[src/rtl/div_seq_ctrl_pkg.sv]
// div_seq_ctrl_pkg
//   Shared definitions for the divider sequencing controller.
//   - FSM state encodings: DivIdle / DivBusy / DivDone
//   - DivTimeout: default watchdog limit in BUSY cycles. It must exceed
//     the 33-cycle core latency.
//   - Single-bit control constants: StallReq/NotStall, WriteEnable/WriteDisable,
//     and Stop/NoStop.
package div_seq_ctrl_pkg;

  typedef enum logic [1:0] {
    DivIdle = 2'b00,
    DivBusy = 2'b01,
    DivDone = 2'b10
  } div_state_e;

  localparam int   DivTimeout   = 40;

  localparam logic StallReq     = 1'b1;
  localparam logic NotStall     = 1'b0;
  localparam logic WriteEnable  = 1'b1;
  localparam logic WriteDisable = 1'b0;
  localparam logic Stop         = 1'b1;
  localparam logic NoStop       = 1'b0;

endpackage

[src/rtl/div_seq_ctrl_if.sv]
// div_seq_ctrl_if
//   Start/done handshake between the sequencing controller and the
//   iterative divider core.
//   master (controller): drives core_start, core_signed, core_dividend,
//                        core_divisor and core_cancel; samples core_done,
//                        core_quo and core_rem.
//   slave  (core)      : the mirror image of master.
interface div_seq_ctrl_if #(
  parameter int DATA_W = 32
);
  logic              core_start;
  logic              core_signed;
  logic [DATA_W-1:0] core_dividend;
  logic [DATA_W-1:0] core_divisor;
  logic              core_cancel;
  logic              core_done;
  logic [DATA_W-1:0] core_quo;
  logic [DATA_W-1:0] core_rem;

  modport master (
    output core_start, core_signed, core_dividend, core_divisor, core_cancel,
    input  core_done, core_quo, core_rem
  );

  modport slave (
    input  core_start, core_signed, core_dividend, core_divisor, core_cancel,
    output core_done, core_quo, core_rem
  );
endinterface

[src/rtl/div_seq_ctrl.sv]
// div_seq_ctrl
//   This module sequences a divide between the EX stage and a 32-step radix-2
//   divider core. It accepts a DIV/DIVU request and stalls the pipeline while
//   the core runs.
//   A zero divisor bypasses the core and returns 0 in HI and in LO. An annul
//   or the watchdog aborts the operation with a one-cycle cancel pulse.
//   The result goes to HI and LO with a one-cycle write enable.
// Ports:
//   clk, rst              clock; asynchronous active-high reset
//   div_req, div_signed   EX request level and signedness
//   opdata1, opdata2      dividend and divisor
//   annul                 flush of the EX instruction
//   core (master)         start/cancel/operands out; done/quo/rem in
//   hi_o, lo_o            remainder and quotient, held between writes
//   whilo_o               one-cycle HI/LO write enable
//   stallreq              combinational pipeline stall request
//   timeout_o             one-cycle pulse when the watchdog aborts
module div_seq_ctrl
  import div_seq_ctrl_pkg::*;
#(
  parameter int DATA_W  = 32,
  parameter int TIMEOUT = DivTimeout,
  parameter int CNT_W   = 6
) (
  input  logic              clk,
  input  logic              rst,
  input  logic              div_req,
  input  logic              div_signed,
  input  logic [DATA_W-1:0] opdata1,
  input  logic [DATA_W-1:0] opdata2,
  input  logic              annul,
  div_seq_ctrl_if.master    core,
  output logic [DATA_W-1:0] hi_o,
  output logic [DATA_W-1:0] lo_o,
  output logic              whilo_o,
  output logic              stallreq,
  output logic              timeout_o
);

  localparam logic [CNT_W-1:0] CntLast = CNT_W'(TIMEOUT - 1);

  div_state_e        state_reg, state_next;
  logic [CNT_W-1:0]  cnt_reg;
  logic              core_start_reg;
  logic              core_signed_reg;
  logic [DATA_W-1:0] dividend_reg, divisor_reg;
  logic [DATA_W-1:0] hi_reg, lo_reg;

  logic accept, zero_div, capture, cancel, timeout, whilo, stall;

  // State register
  always_ff @(posedge clk or posedge rst) begin
    if (rst) state_reg <= DivIdle;
    else     state_reg <= state_next;
  end

  // Next-state logic and the single-cycle controls derived from it
  always_comb begin
    state_next = state_reg;
    accept     = 1'b0;
    zero_div   = 1'b0;
    capture    = 1'b0;
    cancel     = NoStop;
    timeout    = 1'b0;
    whilo      = WriteDisable;
    stall      = NotStall;
    case (state_reg)
      DivIdle: begin
        if (div_req && !annul) begin
          stall = StallReq;
          if (opdata2 == '0) begin
            zero_div   = 1'b1;
            state_next = DivDone;
          end else begin
            accept     = 1'b1;
            state_next = DivBusy;
          end
        end
      end
      DivBusy: begin
        stall = StallReq;
        // annul takes priority, so a flushed instruction never writes HI or LO
        if (annul) begin
          cancel     = Stop;
          state_next = DivIdle;
        end else if (core.core_done) begin
          capture    = 1'b1;
          state_next = DivDone;
        end else if (cnt_reg == CntLast) begin
          cancel     = Stop;
          timeout    = 1'b1;
          state_next = DivIdle;
        end
      end
      DivDone: begin
        // div_req here still belongs to the completing instruction
        whilo      = annul ? WriteDisable : WriteEnable;
        state_next = DivIdle;
      end
      default: state_next = DivIdle;
    endcase
  end

  // Operand latches, watchdog counter and result registers
  always_ff @(posedge clk or posedge rst) begin
    if (rst) begin
      cnt_reg         <= '0;
      core_start_reg  <= 1'b0;
      core_signed_reg <= 1'b0;
      dividend_reg    <= '0;
      divisor_reg     <= '0;
      hi_reg          <= '0;
      lo_reg          <= '0;
    end else begin
      // The start pulse lands on the first BUSY cycle
      core_start_reg <= accept;
      // Counter reads 0 in the first BUSY cycle and TIMEOUT-1 in the last one
      cnt_reg <= (state_reg == DivBusy) ? cnt_reg + CNT_W'(1) : '0;
      if (accept) begin
        core_signed_reg <= div_signed;
        dividend_reg    <= opdata1;
        divisor_reg     <= opdata2;
      end
      if (zero_div) begin
        hi_reg <= '0;
        lo_reg <= '0;
      end else if (capture) begin
        hi_reg <= core.core_rem;
        lo_reg <= core.core_quo;
      end
    end
  end

  assign core.core_start    = core_start_reg;
  assign core.core_signed   = core_signed_reg;
  assign core.core_dividend = dividend_reg;
  assign core.core_divisor  = divisor_reg;
  assign core.core_cancel   = cancel;

  assign hi_o      = hi_reg;
  assign lo_o      = lo_reg;
  assign whilo_o   = whilo;
  assign timeout_o = timeout;
  // The IDLE term is combinational on div_req. Gate it with rst so the stall
  // request is held low while reset is asserted.
  assign stallreq  = stall & ~rst;

endmodule
[src/flat_wrapper.sv]
// flat-port wrapper written by rule: the top's interface ports become plain ports
module div_seq_ctrl_flat import div_seq_ctrl_pkg::*;
#(
  parameter int DATA_W  = 32,
  parameter int TIMEOUT = DivTimeout,
  parameter int CNT_W   = 6
)
  (clk, rst, div_req, div_signed, opdata1, opdata2, annul, hi_o, lo_o, whilo_o, stallreq, timeout_o, core_core_start, core_core_signed, core_core_dividend, core_core_divisor, core_core_cancel, core_core_done, core_core_quo, core_core_rem);
  div_seq_ctrl_if #(.DATA_W(DATA_W)) core_i ();
  input  logic clk;
  input  logic rst;
  input  logic div_req;
  input  logic div_signed;
  input  logic [DATA_W-1:0] opdata1;
  input  logic [DATA_W-1:0] opdata2;
  input  logic annul;
  output logic [DATA_W-1:0] hi_o;
  output logic [DATA_W-1:0] lo_o;
  output logic whilo_o;
  output logic stallreq;
  output logic timeout_o;
  output wire logic [$bits(core_i.core_start)-1:0] core_core_start;
  output wire logic [$bits(core_i.core_signed)-1:0] core_core_signed;
  output wire logic [$bits(core_i.core_dividend)-1:0] core_core_dividend;
  output wire logic [$bits(core_i.core_divisor)-1:0] core_core_divisor;
  output wire logic [$bits(core_i.core_cancel)-1:0] core_core_cancel;
  input wire logic [$bits(core_i.core_done)-1:0] core_core_done;
  input wire logic [$bits(core_i.core_quo)-1:0] core_core_quo;
  input wire logic [$bits(core_i.core_rem)-1:0] core_core_rem;
  assign core_core_start = core_i.core_start;
  assign core_core_signed = core_i.core_signed;
  assign core_core_dividend = core_i.core_dividend;
  assign core_core_divisor = core_i.core_divisor;
  assign core_core_cancel = core_i.core_cancel;
  assign core_i.core_done = core_core_done;
  assign core_i.core_quo = core_core_quo;
  assign core_i.core_rem = core_core_rem;
  div_seq_ctrl #(.DATA_W(DATA_W), .TIMEOUT(TIMEOUT), .CNT_W(CNT_W)) u_core (.clk(clk), .rst(rst), .div_req(div_req), .div_signed(div_signed), .opdata1(opdata1), .opdata2(opdata2), .annul(annul), .core(core_i), .hi_o(hi_o), .lo_o(lo_o), .whilo_o(whilo_o), .stallreq(stallreq), .timeout_o(timeout_o));
endmodule
[config.mk]
export PLATFORM = sky130hd
export DESIGN_NAME = div_seq_ctrl_flat
export DESIGN_NICKNAME = d
export VERILOG_FILES = /design/src/rtl/div_seq_ctrl_pkg.sv /design/src/rtl/div_seq_ctrl_if.sv /design/src/rtl/div_seq_ctrl.sv /design/src/flat_wrapper.sv
export SDC_FILE = /design/constraint.sdc
export NUM_CORES = 1
export LEC_CHECK = 0
export CAP_MARGIN = 25
export CORE_MARGIN = 1.5
export CORE_UTILIZATION = 36
export CTS_BUF_LIST = sky130_fd_sc_hd__clkbuf_4
export DETAILED_ROUTE_END_ITERATION = 10
export GPL_ROUTABILITY_DRIVEN = 0
export GPL_TIMING_DRIVEN = 0
export PLACE_DENSITY = 0.72
export SLEW_MARGIN = 20
export SYNTH_ARGS = -nofsm -noshare
export SYNTH_HDL_FRONTEND = slang
export SYNTH_SLANG_ARGS = --single-unit
[constraint.sdc]
create_clock -name clk -period 7.5 [get_ports clk]
set_clock_uncertainty 0.15 [all_clocks]
set_input_delay 1.5 -clock clk [delete_from_list [all_inputs] [get_ports clk]]
set_output_delay 1.5 -clock clk [all_outputs]
set_load 0.03 [all_outputs]
==> results of run 1 <==
==> placed cells by master, fill, tap and decap left out, types with 9 or more instances in the layout <==
master           Yosys  final
a21oi_1             65     65
buf_2                9      9
clkbuf_1            15     15
clkbuf_4             0     17
clkdlybuf4s50_1      0    267
dfrtp_1            138    138
mux2_2              37     37
mux2_4              28     28
nand2_1            129    129
nor2_1               9      9
==> report_power, final <==
part           internal [uW]  switching [uW]
sequential               907            93.2
clock                    192             272
combinational            464             535
==> routing by layer <==
layer,vias to the layer above,GRT usage,share of wire
li1,2147,-,-
met1,2176,0.222,0.40
met2,187,0.345,0.50
met3,21,0.0822,0.088
met4,0,0.0602,0.015
met5,-,0,0
==> cell families (layout without fill, tap and decap cells) <==
family	Yosys count	count (layout)	synth area share
simple gates	160	160	0.120
flops	138	138	0.625
compound gates	68	68	0.0652
mux	65	65	0.151
buf+inv	33	332	0.0299
xor+xnor	4	4	0.00634
fa+ha+maj	1	1	0.00226
==> final cells by class <==
cell class	count	area, um2
fill	1253	6360
sequential	138	3450
timing repair buffer	268	2700
multi-input combinational	298	1910
tap	188	235
buffer	28	146
clock inverter	14	130
clock buffer	17	128
inverter	5	26.3
==> through the flow <==
stage	hold slack (ns)	power, uW	instance area (um2)	cells
2_1_floorplan	0.282	1540	5530	469
3_3_place_gp	0.296	2000	8430	924
3_5_place_dp	0.306	2020	8470	925
4_1_cts	0.320	2490	8730	956
5_1_grt	0.344	2590	8730	956
6_report	0.314	2460	8730	956
==> worst max-delay path: stages <==
cell	delay [ns]
clkdlybuf4s50_1	0.52
nand2b_1	0.22
a211oi_1	0.24
clkdlybuf4s50_1	0.72
==> path summary, 6_finish.rpt <==
| check | startpoint | endpoint | slack (ns) | cells past startpoint |
|---|---|---|---|---|
| max reg2reg | u_core.state_reg[1] | u_core.lo_o[20] | 5.01 | 6 |
| max in group asynchronous | rst | u_core.core.core_dividend[6] | 5.23 | 3 |
| max | annul | stallreq | 2.65 | 4 |
| min in group asynchronous | rst | u_core.core.core_dividend[30] | 1.24 | 2 |
| min | u_core.cnt_reg[0] | u_core.cnt_reg[0] | 0.31 | 1 |
| min reg2reg | u_core.cnt_reg[0] | u_core.cnt_reg[0] | 0.31 | 1 |
==> flow_metrics.py, run 1 <==
metrics = {
    "status": {
        "status": "finished clean",
    },
    "floorplan": {
        "fp.coreArea_um2": 15100,
        "die_area_um2": 16100,
        "die_x_um": 127,
        "die_h_um": 127,
        "initial_core_util": 0.366,
        "boundaryPins": 268,
        "rows": 45,
    },
    "timing": {
        "setup_ws_ns": 2.65,
        "max_slew_margin": 0.408,
        "timing.final.crit_share": 0.646,
        "max_freq_mhz": 206,
        "min_period_ns": 4.85,
        "setup_tns_ns": 0,
        "rsz0062_at_grt": "no",
        "worstMarginPinSlew_ns": 0.883,
        "finalSetupViolCount": 0,
        "maxSlewViolCount": 0,
        "final_hold_viol_count": 0,
    },
    "routing": {
        "viasPerCell": 4.74,
        "routedWlPerCell_um": 16.4,
        "drtIter0Drc": 139,
        "routed_wl_um": 15700,
        "via_count": 4531,
        "dr.pass1.iters": 4,
        "ant_nets": 0,
        "drc_errors": 0,
    },
    "layout": {
        "final_nets": 891,
        "fin_util": 0.578,
        "area_delta_synth_final_pct": 57.9,
        "drive_gt1_frac": 0.142,
        "antennaDiodeCount": 0,
    },
    "clocking": {
        "cts_resized": 0,
        "tritoncts": "yes",
        "htreeDepth": 4,
        "cts_num_sinks": 138,
        "path_clk_slew_ns": 0.10,
        "worstSkewPairLatency_ns": 0.53,
        "clk_path_buf_depth": 2,
        "numCtsBuffers": 17,
        "postCtsSetupRepairBufs": 0,
        "hold_buffers": 0,
        "root_buffer": "clkbuf_4",
    },
    "global_routing": {
        "grt_pass1_wl_um": 24800,
        "grt_overflow": 0,
        "grt_usage": 0.198,
        "antenna_found_initial": 0,
        "grt_pass1_vias": 4846,
        "grt_max_degree": 88,
    },
    "synthesis": {
        "synthTopCellsByArea": "dfrtp_1, nand2_1, mux2_4",
        "synth_top_area_frac": 0.625,
        "netlist_top_cells_count": "dfrtp_1, nand2_1, a21oi_1, mux2_2, mux2_4",
        "synth_cell_types": 26,
        "ys_seq_area_frac": 0.625,
        "postSynthAreaPerCell_um2": 11.8,
        "synth_edf_count": 0,
        "yosysTopAreaCell": "dfrtp_1",
        "ys_async_sr_fraction": 1.00,
        "synth_nets": 604,
        "synth_flop_cell": "dfrtp_1",
        "netlist_instances": 469,
        "yosys_warnings": 0,
        "synth.most_common_cell": "dfrtp_1",
        "synth_seq_cells": 138,
        "syn_area_um2": 5530,
    },
    "job": {
        "cap_violations": 0,
    },
    "place": {
        "place_hpwl_um": 11800,
        "place_ws_ns": 2.64,
        "port_buffers": 267,
    },
    "power_and_ir_drop": {
        "power_leakage_uw": 0.00378,
        "power_density_nw_per_um2": 282,
        "peakVddDrop_uv": 175,
    },
    "critical_path": {
        "path_class": "in -> out",
        "arrival_ns": 3.20,
        "endpoint_kind": "primary output",
        "cp_max_fo": 7,
        "worstSetupStartpointType": "input port",
        "critPathRequiredTime_ns": 5.85,
    },
    "worst_hold_path": {
        "hold_path_class": "reg -> reg",
    },
}
No activity file was read; power rests on OpenSTA's default activity.
==> run 2, diff against run 1 <==
==> constraint.sdc (replaced) <==
create_clock -name clk -period 4.7 [get_ports clk]
set_clock_uncertainty 0.15 [all_clocks]
set_input_delay 0.94 -clock clk [delete_from_list [all_inputs] [get_ports clk]]
set_output_delay 0.94 -clock clk [all_outputs]
set_load 0.03 [all_outputs]
==> flow_metrics.py, run 2 (synthesis results as in run 1) <==
metrics = {
    "global_routing": {
        "grt_max_degree": 32,
        "grt_pass1_wl_um": 25400,
        "grt_pass1_vias": 4904,
        "antenna_found_initial": 0,
        "grt_usage": 0.204,
        "grt_overflow": 0,
    },
    "critical_path": {
        "r2r-start": "u_core.state_reg[1]",
        "critPathRequiredTime_ns": 3.61,
        "worstSetupStartpointType": "input port",
        "arrival_ns": 2.64,
        "regToRegSetupSlack_ns": 2.29,
        "path_class": "in -> out",
        "cp_max_fo": 7,
        "endpoint_kind": "primary output",
        "crit_path_start": "annul",
    },
    "layout": {
        "antennaDiodeCount": 0,
        "fin_util": 0.582,
        "final_common_cell": "clkdlybuf4s50_1",
        "final_nets": 894,
        "area_delta_synth_final_pct": 58.8,
        "drive_gt1_frac": 0.147,
        "final_cells": 959,
        "layout_common_cells": "clkdlybuf4s50_1, dfrtp_1, nand2_1",
    },
    "power_and_ir_drop": {
        "power_switching_uw": 1430,
        "switching_share": 0.364,
        "peakVddDrop_uv": 194,
        "power_density_nw_per_um2": 447,
        "internal_power_uw": 2500,
        "p_clk_frac": 0.187,
        "p_comb_frac": 0.408,
        "power_leakage_uw": 0.00379,
        "sequentialPowerShare": 0.406,
    },
    "clocking": {
        "hold_buffers": 0,
        "clk_path_buf_depth": 2,
        "path_clk_slew_ns": 0.11,
        "postCtsSetupRepairBufs": 0,
        "htreeDepth": 4,
        "root_buffer": "clkbuf_4",
        "numCtsBuffers": 17,
        "cts_num_sinks": 138,
        "worstSkewPairLatency_ns": 0.52,
        "tritoncts": "yes",
        "cts_resized": 0,
    },
    "routing": {
        "viasPerCell": 4.76,
        "routedWlPerCell_um": 16.4,
        "routed_wl_um": 15700,
        "drtIter0Drc": 151,
        "via_count": 4565,
        "ant_nets": 0,
        "dr.pass1.iters": 4,
        "drc_errors": 0,
    },
    "place": {
        "placedCellCount": 928,
        "port_buffers": 267,
        "place_hpwl_um": 12000,
    },
    "timing": {
        "setup_tns_ns": 0,
        "maxSlewViolCount": 0,
        "rsz0062_at_grt": "no",
        "worstMarginPinSlew_ns": 0.749,
        "whs_ns": 0.320,
        "finalSetupViolCount": 0,
        "final_hold_viol_count": 0,
        "timing.final.crit_share": 0.794,
        "max_slew_margin": 0.498,
        "min_period_ns": 3.73,
        "max_freq_mhz": 268,
    },
    "job": {
        "cap_violations": 0,
    },
    "status": {
        "status": "finished clean",
    },
    "floorplan": {
        "die_h_um": 127,
        "boundaryPins": 268,
        "die_area_um2": 16100,
        "rows": 45,
        "fp.coreArea_um2": 15100,
        "initial_core_util": 0.366,
        "die_x_um": 127,
    },
    "worst_hold_path": {
        "min_from": "u_core.cnt_reg[0]",
        "hold_path_class": "reg -> reg",
    },
}
run 2: power by group through the flow:
stage / registers [uW] / logic (uW) / clock network, uW
final: 1590 / 1600 / 733
after global routing: 1630 / 1690 / 812
after floorplan: 2130 / 324 / 0
after CTS: 1590 / 1620 / 767
after global placement: 1600 / 1590 / 0
after detailed placement: 1620 / 1610 / 0
run 2: metal layers:
metal | global-route usage | routed length [um] | up-vias
met1 | 0.238 | 6310 | 2178
met4 | 0.0909 | 420 | 0
met3 | 0.0742 | 1360 | 31
met2 | 0.337 | 7630 | 205
met5 | 0 | 0 | -
li1 | - | - | 2151
run 2: path summary, 6_finish.rpt:
| path | end | cells past startpoint |
|---|---|---|
| max | stallreq | 4 |
| min | u_core.cnt_reg[0] | 1 |
| max reg2reg | u_core.lo_o[20] | 6 |
| min reg2reg | u_core.cnt_reg[0] | 1 |
| max in group asynchronous | u_core.core.core_dividend[31] | 4 |
| min in group asynchronous | u_core.hi_o[6] | 2 |
run 2: area by class of cell:
class                   instances  area (um2)
clock inverters                14         131
multi-input cells             298        1910
flip-flops and latches        138        3450
repair buffers                271        2750
plain buffers                  28         146
clock buffers                  17         128
inverters                       5        22.5
well taps                     188         235
fillers                      1254        6310
run 2: per-stage QoR:
stage | worst slack [ns] | area (um2) | power [uW]
5_1_grt | 0.874 | 8780 | 4130
6_report | 0.966 | 8780 | 3930
3_5_place_dp | 0.986 | 8520 | 3230
4_1_cts | 0.981 | 8780 | 3980
2_1_floorplan | 1.60 | 5530 | 2460
3_3_place_gp | 0.693 | 8440 | 3190
run 2: worst max-delay path: stages:
cell	delay, ns
clkdlybuf4s50_1	0.52
nand2b_1	0.21
a211oi_1	0.25
clkdlybuf4s50_1	0.72
==> run 3, diff against run 2 <==
==> constraint.sdc (replaced) <==
create_clock -name clk -period 3.79 [get_ports clk]
set_clock_uncertainty 0.15 [all_clocks]
set_input_delay 0.758 -clock clk [delete_from_list [all_inputs] [get_ports clk]]
set_output_delay 0.758 -clock clk [all_outputs]
set_load 0.03 [all_outputs]
==> results of run 3 <==
Same layout as run 2 (identical final DEF). Status: finished clean.
Among the figures that moved: setup slack after placement 0.986 ns -> 0.440 ns; setup slack after layout 0.966 ns -> 0.420 ns; register-to-register setup slack 2.29 ns -> 1.38 ns; total power 3930 uW -> 4870 uW; worst IR drop on VDD 194 uV -> 240 uV
